[src/rtl/cp0_interrupt_unit_if.sv]
// Bus between the decoder/datapath and the CP0 interrupt unit.
//   master : CPU side, drives decoded strobes, operands, next-PC and the raw irq lines
//   slave  : CP0 side, returns mfc0 data, PC redirect request/address and handler flag
interface cp0_interrupt_unit_if;
  logic        instr_valid;
  logic        mtc0;
  logic        mfc0;
  logic        eret;
  logic [4:0]  reg_number;
  logic [31:0] write_data;
  logic [31:0] pc_next;
  logic [2:0]  irq_request;
  logic [31:0] read_data;
  logic        redirect;
  logic [31:0] redirect_addr;
  logic        in_handler;

  modport master (
    output instr_valid, mtc0, mfc0, eret, reg_number, write_data, pc_next, irq_request,
    input  read_data, redirect, redirect_addr, in_handler
  );

  modport slave (
    input  instr_valid, mtc0, mfc0, eret, reg_number, write_data, pc_next, irq_request,
    output read_data, redirect, redirect_addr, in_handler
  );
endinterface

[src/rtl/cp0_interrupt_unit.sv]
// CP0 Status/Cause/EPC and interrupt sequencer for a single-cycle MIPS datapath.
// Ports:
//   clk_i  : clock, all state on rising edge
//   rstn_i : synchronous active-low reset
//   bus    : slave modport of cp0_interrupt_unit_if (strobes, operands, irq lines in;
//            read_data, redirect, redirect_addr, in_handler out)
// Status (12): [0] IE, [3:1] per-source mask. Cause (13): [2:0] pending, [5:4] last source.
// EPC (14): return address. Source 2 has highest priority.
module cp0_interrupt_unit #(
  parameter logic [31:0] Handler0    = 32'h0000_1000,
  parameter logic [31:0] Handler1    = 32'h0000_1100,
  parameter logic [31:0] Handler2    = 32'h0000_1200,
  parameter logic [3:0]  ResetStatus = 4'b1111
) (
  input logic                 clk_i,
  input logic                 rstn_i,
  cp0_interrupt_unit_if.slave bus
);

  logic [2:0]  sync1_q, sync2_q, prev_q;
  logic [2:0]  pending_q, pending_d;
  logic [3:0]  status_q, status_d;
  logic [1:0]  cause_src_q, cause_src_d;
  logic [31:0] epc_q, epc_d;
  logic        in_handler_q, in_handler_d;

  logic [2:0]  rise, eligible, taken_mask, clear_mask;
  logic [1:0]  sel;
  logic [31:0] vector;
  logic        take, do_eret, wr_status, wr_cause, wr_epc;

  always_comb begin
    rise     = sync2_q & ~prev_q;
    eligible = pending_q & status_q[3:1];
    do_eret  = bus.instr_valid & bus.eret;
    take     = bus.instr_valid & status_q[0] & (|eligible) & ~bus.mtc0 & ~bus.eret;

    if (eligible[2])      sel = 2'd2;
    else if (eligible[1]) sel = 2'd1;
    else                  sel = 2'd0;

    case (sel)
      2'd2:    vector = Handler2;
      2'd1:    vector = Handler1;
      default: vector = Handler0;
    endcase

    wr_status  = bus.instr_valid & bus.mtc0 & (bus.reg_number == 5'd12);
    wr_cause   = bus.instr_valid & bus.mtc0 & (bus.reg_number == 5'd13);
    wr_epc     = bus.instr_valid & bus.mtc0 & (bus.reg_number == 5'd14);
    taken_mask = take ? (3'b001 << sel) : 3'b000;
    clear_mask = wr_cause ? bus.write_data[2:0] : 3'b000;

    // A fresh edge overrides both the take-clear and software W1C.
    pending_d = (pending_q & ~taken_mask & ~clear_mask) | rise;

    status_d     = status_q;
    cause_src_d  = cause_src_q;
    epc_d        = epc_q;
    in_handler_d = in_handler_q;

    if (wr_status) status_d = bus.write_data[3:0];
    if (wr_epc)    epc_d    = bus.write_data;
    if (take) begin
      status_d[0]  = 1'b0;
      epc_d        = bus.pc_next;
      cause_src_d  = sel;
      in_handler_d = 1'b1;
    end
    if (do_eret) begin
      status_d[0]  = 1'b1;
      in_handler_d = 1'b0;
    end
  end

  always_comb begin
    bus.redirect      = take | do_eret;
    bus.redirect_addr = do_eret ? epc_q : vector;
    bus.in_handler    = in_handler_q;
    case (bus.reg_number)
      5'd12:   bus.read_data = {28'd0, status_q};
      5'd13:   bus.read_data = {26'd0, cause_src_q, 1'b0, pending_q};
      5'd14:   bus.read_data = epc_q;
      default: bus.read_data = 32'd0;
    endcase
  end

  always_ff @(posedge clk_i) begin
    if (!rstn_i) begin
      sync1_q      <= '0;
      sync2_q      <= '0;
      prev_q       <= '0;
      pending_q    <= '0;
      status_q     <= ResetStatus;
      cause_src_q  <= '0;
      epc_q        <= '0;
      in_handler_q <= 1'b0;
    end else begin
      sync1_q      <= bus.irq_request;
      sync2_q      <= sync1_q;
      prev_q       <= sync2_q;
      pending_q    <= pending_d;
      status_q     <= status_d;
      cause_src_q  <= cause_src_d;
      epc_q        <= epc_d;
      in_handler_q <= in_handler_d;
    end
  end

endmodule
[src/flat_wrapper.sv]
// flat-port wrapper written by rule: the top's interface ports become plain ports
module cp0_interrupt_unit_flat 
#(
  parameter logic [31:0] Handler0    = 32'h0000_1000,
  parameter logic [31:0] Handler1    = 32'h0000_1100,
  parameter logic [31:0] Handler2    = 32'h0000_1200,
  parameter logic [3:0]  ResetStatus = 4'b1111
)
  (clk_i, rstn_i, bus_instr_valid, bus_mtc0, bus_mfc0, bus_eret, bus_reg_number, bus_write_data, bus_pc_next, bus_irq_request, bus_read_data, bus_redirect, bus_redirect_addr, bus_in_handler);
  cp0_interrupt_unit_if bus_i ();
  input logic clk_i;
  input logic rstn_i;
  input wire logic [$bits(bus_i.instr_valid)-1:0] bus_instr_valid;
  input wire logic [$bits(bus_i.mtc0)-1:0] bus_mtc0;
  input wire logic [$bits(bus_i.mfc0)-1:0] bus_mfc0;
  input wire logic [$bits(bus_i.eret)-1:0] bus_eret;
  input wire logic [$bits(bus_i.reg_number)-1:0] bus_reg_number;
  input wire logic [$bits(bus_i.write_data)-1:0] bus_write_data;
  input wire logic [$bits(bus_i.pc_next)-1:0] bus_pc_next;
  input wire logic [$bits(bus_i.irq_request)-1:0] bus_irq_request;
  output wire logic [$bits(bus_i.read_data)-1:0] bus_read_data;
  output wire logic [$bits(bus_i.redirect)-1:0] bus_redirect;
  output wire logic [$bits(bus_i.redirect_addr)-1:0] bus_redirect_addr;
  output wire logic [$bits(bus_i.in_handler)-1:0] bus_in_handler;
  assign bus_i.instr_valid = bus_instr_valid;
  assign bus_i.mtc0 = bus_mtc0;
  assign bus_i.mfc0 = bus_mfc0;
  assign bus_i.eret = bus_eret;
  assign bus_i.reg_number = bus_reg_number;
  assign bus_i.write_data = bus_write_data;
  assign bus_i.pc_next = bus_pc_next;
  assign bus_i.irq_request = bus_irq_request;
  assign bus_read_data = bus_i.read_data;
  assign bus_redirect = bus_i.redirect;
  assign bus_redirect_addr = bus_i.redirect_addr;
  assign bus_in_handler = bus_i.in_handler;
  cp0_interrupt_unit #(.Handler0(Handler0), .Handler1(Handler1), .Handler2(Handler2), .ResetStatus(ResetStatus)) u_core (.clk_i(clk_i), .rstn_i(rstn_i), .bus(bus_i));
endmodule
[config.mk]
export PLATFORM = sky130hd
export DESIGN_NAME = cp0_interrupt_unit_flat
export DESIGN_NICKNAME = d
export VERILOG_FILES = /design/src/rtl/cp0_interrupt_unit_if.sv /design/src/rtl/cp0_interrupt_unit.sv /design/src/flat_wrapper.sv
export SDC_FILE = /design/constraint.sdc
export NUM_CORES = 1
export LEC_CHECK = 0
export ABC_AREA = 1
export BUFFER_PORTS_ARGS = -buffer_cell sky130_fd_sc_hd__clkbuf_2
export CAP_MARGIN = 20
export CORE_AREA = 5 5 87 89
export DETAILED_ROUTE_END_ITERATION = 12
export DIE_AREA = 0 0 92 94
export PLACE_DENSITY = 0.88
export SYNTH_ARGS = -nofsm -noshare
export SYNTH_HDL_FRONTEND = slang
export SYNTH_SLANG_ARGS = --single-unit
[constraint.sdc]
create_clock -name clk_i -period 1.6 [get_ports clk_i]
set_input_delay 0.16 -clock clk_i [delete_from_list [all_inputs] [get_ports clk_i]]
set_output_delay 0.16 -clock clk_i [all_outputs]
set_load 0.01 [all_outputs]
==> qor.txt <==
DP Wirelength: 6.70 mm
HP Start: bus_irq_request[0]
Clock Skew: 0.00868 ns
core area: 6680 um2
Initial Util: 0.434
Sw Ratio: 0.264
DR DRC count: 0
IO Count: 144
Req. time, crit path: 1.44 ns
maximum vdd ir drop: 341 uV
DR iter-0 viols: 172
vias in the first global route: 3126
FMAX: 0.673 GHz
Clk pwr share: 0.301
GP Congestion: 0.880
#FFs+latches synth: 51
CP endpoint kind: output pin
NetSw: 0.652 mW
R2R Path End: u_core.epc_q[3]$_SDFFE_PN0P_
Place WS: 0.121 ns
die height: 94 um
die width: 92 um
Hold-fix buffers, CTS: 0
period utilization: 0.929
die area: 8650 um2
PnR worst setup slack: 0.114 ns
CTS tree: built
via-per-instance ratio: 4.93
GR Util met1: 0.239
hold slack: 0.0359 ns
Worst EP arrival: 1.33 ns
Finished Core Util: 0.572
GRT busiest layer: met2
RSZ-0062 raised after global routing: no
top cells by area, synth: dfxtp_1 35%, nand3_1 11%, inv_1 11%
met3 Use GR: 0.0377
relative slew slack: 0.726
path type of the worst setup path: flip-flop to output pin
clock sink count: 51
Reg power frac: 0.535
H-tree levels: 2
actual slew at the worst max-slew pin: 0.410 ns
Hold Path Stages: 3
nets: 678
met2 usage: 0.349
Tmin final: 1.49 ns
final antenna-violating net count: 0
Overall Power: 2.47 mW
Post-Syn Area per Cell: 6.28 um2
area grow syn2layout: 31.9%
setup TNS: 0 ns
register clock-pin slew on the reported worst setup and hold paths: 0.09 ns
top cell type's share of synthesized area: 0.352
clk_lat worst skew: 0.30 ns
Critical R2R Launch: u_core.pending_q[1]$_SDFF_PN0_
CP Max Fanout: 25
Setup violations, final: 0
Synth warnings: 0
max capacitance violation total: 0
Cell Area, Synth: 2900 um2
initial antenna violation count: 0
Syn Inst Count: 462
R2R Setup Slk: 0.18 ns
Routed WL per cell: 12.7 um
first-pass GRT wire length: 14.0 mm
layout cells sized above 1: 0.297
final WL: 8.66 mm
largest net degree at the start of global routing: 32
Leak: 1.95 nW
commonest non-fill, non-tap cell in the layout: clkbuf_2
total CTS buffers: 5
Synth area leader: dfxtp_1
Critical Path Source Type: flip-flop
placed insts: 671
root buffer cell: clkbuf_8
Gate power share: 0.164
Power Density: 645 nW/um2
IO buf count: 142
Final Slew Violations: 0
drt pass-1 iters: 5
status: finished, final reports clean
P_int: 1.81 mW
syn_nets: 540
Hold Vio Cnt, Final: 0
vias: 3354
Finished Cell Area: 3820 um2
placed cell areas: 3700 um2
total gr overflow: 0
Total GRT Usage: 0.197
Hold Crit Class: input port to flip-flop
most frequent cells in the layout: 142 x clkbuf_2, 82 x inv_1, 75 x nand2_1, 71 x nor2_1, 65 x nand3_1
Min-Delay Endpoint: u_core.sync1_q[0]$_SDFF_PN0_
synth unique cells: 24
Clock Path Buffers: 2
reg2reg path depth: 9
sequential area share after synthesis: 0.352
Finished Layout Cells: 680
Ant. Diodes: 0
row count: 30
-- logic make-up after synthesis --
group / count (synthesis) / share of synthesized area
and+or+nand+nor: 253 / 0.404
buffers and inverters: 112 / 0.158
DFF: 51 / 0.352
AOI/OAI and AO/OA: 46 / 0.0859
-- metal layers --
metal	vias up	part of all wire
li1	1709	-
met1	1468	0.40
met2	170	0.49
met3	7	0.094
met4	0	0.0088
met5	-	0
-- how the worst max path moves through the flow --
stage | end | startpoint
floorplan | u_core.epc_q[3]$_SDFFE_PN0P_ | u_core.status_q[0]$_SDFFE_PP1P_
global placement | u_core.epc_q[0]$_SDFFE_PN0P_ | u_core.pending_q[2]$_SDFF_PN0_
detailed placement | bus_read_data[20] | bus_reg_number[1]
CTS | bus_redirect | u_core.pending_q[2]$_SDFF_PN0_
global route | bus_redirect | u_core.pending_q[2]$_SDFF_PN0_
finish | bus_redirect | u_core.pending_q[1]$_SDFF_PN0_
-- synth_stat cells --
cell       n
inv_1     82
nand2_1   77
nor2_1    72
nand3_1   65
dfxtp_1   51
a21oi_1   29
nand3b_1  29
clkbuf_1  13
buf_2     12
o21ai_0    7
o211ai_1   6
buf_6      3
nand2_2    2
nand4_1    2
o21ai_1    2
or2_2      2
buf_1      1
inv_2      1
nand3_2    1
nor2_2     1
nor2_4     1
nor3_1     1
o21a_1     1
o22ai_1    1
-- power by group through the flow --
stage	Clock (mW)	Combinational [mW]	Sequential, mW
after floorplan	0	0.230	1.35
after global placement	0	0.389	1.35
after detailed placement	0	0.398	1.35
after CTS	0.774	0.406	1.32
after global routing	0.835	0.453	1.33
final	0.742	0.405	1.32
-- registers in the layout, summed over array words and instances, names as in the netlist --
signal / cells
u_core.bus.in_handler: 1
u_core.cause_src_q: 2
u_core.epc_q: 32
u_core.pending_q: 3
u_core.prev_q: 3
u_core.status_q: 4
u_core.sync1_q: 3
u_core.sync2_q: 3
-- timing repair --
| item | in CTS | in global routing |
|---|---|---|
| endpoints found under the setup margin | 1 | 21 |
| resized for setup | 3 | 4 |
| pin swaps | 1 | 0 |
| buffers inserted | 2 | 0 |
-- worst max-delay path: stages, from the launching register on --
cell,delay [ns]
dfxtp_1,0.34
nand2_2,0.11
nand3_2,0.11
nand2_4,0.10
buf_8,0.17
nand2_1,0.06
clkbuf_2,0.13
-- area by class of cell --
cell class / instances / area, um2
clock inverters: 1 / 5.00
flip-flops and latches: 51 / 1020
repair buffers: 160 / 866
multi-input cells: 299 / 1440
clock buffers: 6 / 82.6
inverters: 83 / 312
fillers: 660 / 2860
well taps: 80 / 100
Power figures use the tool's default switching activity.
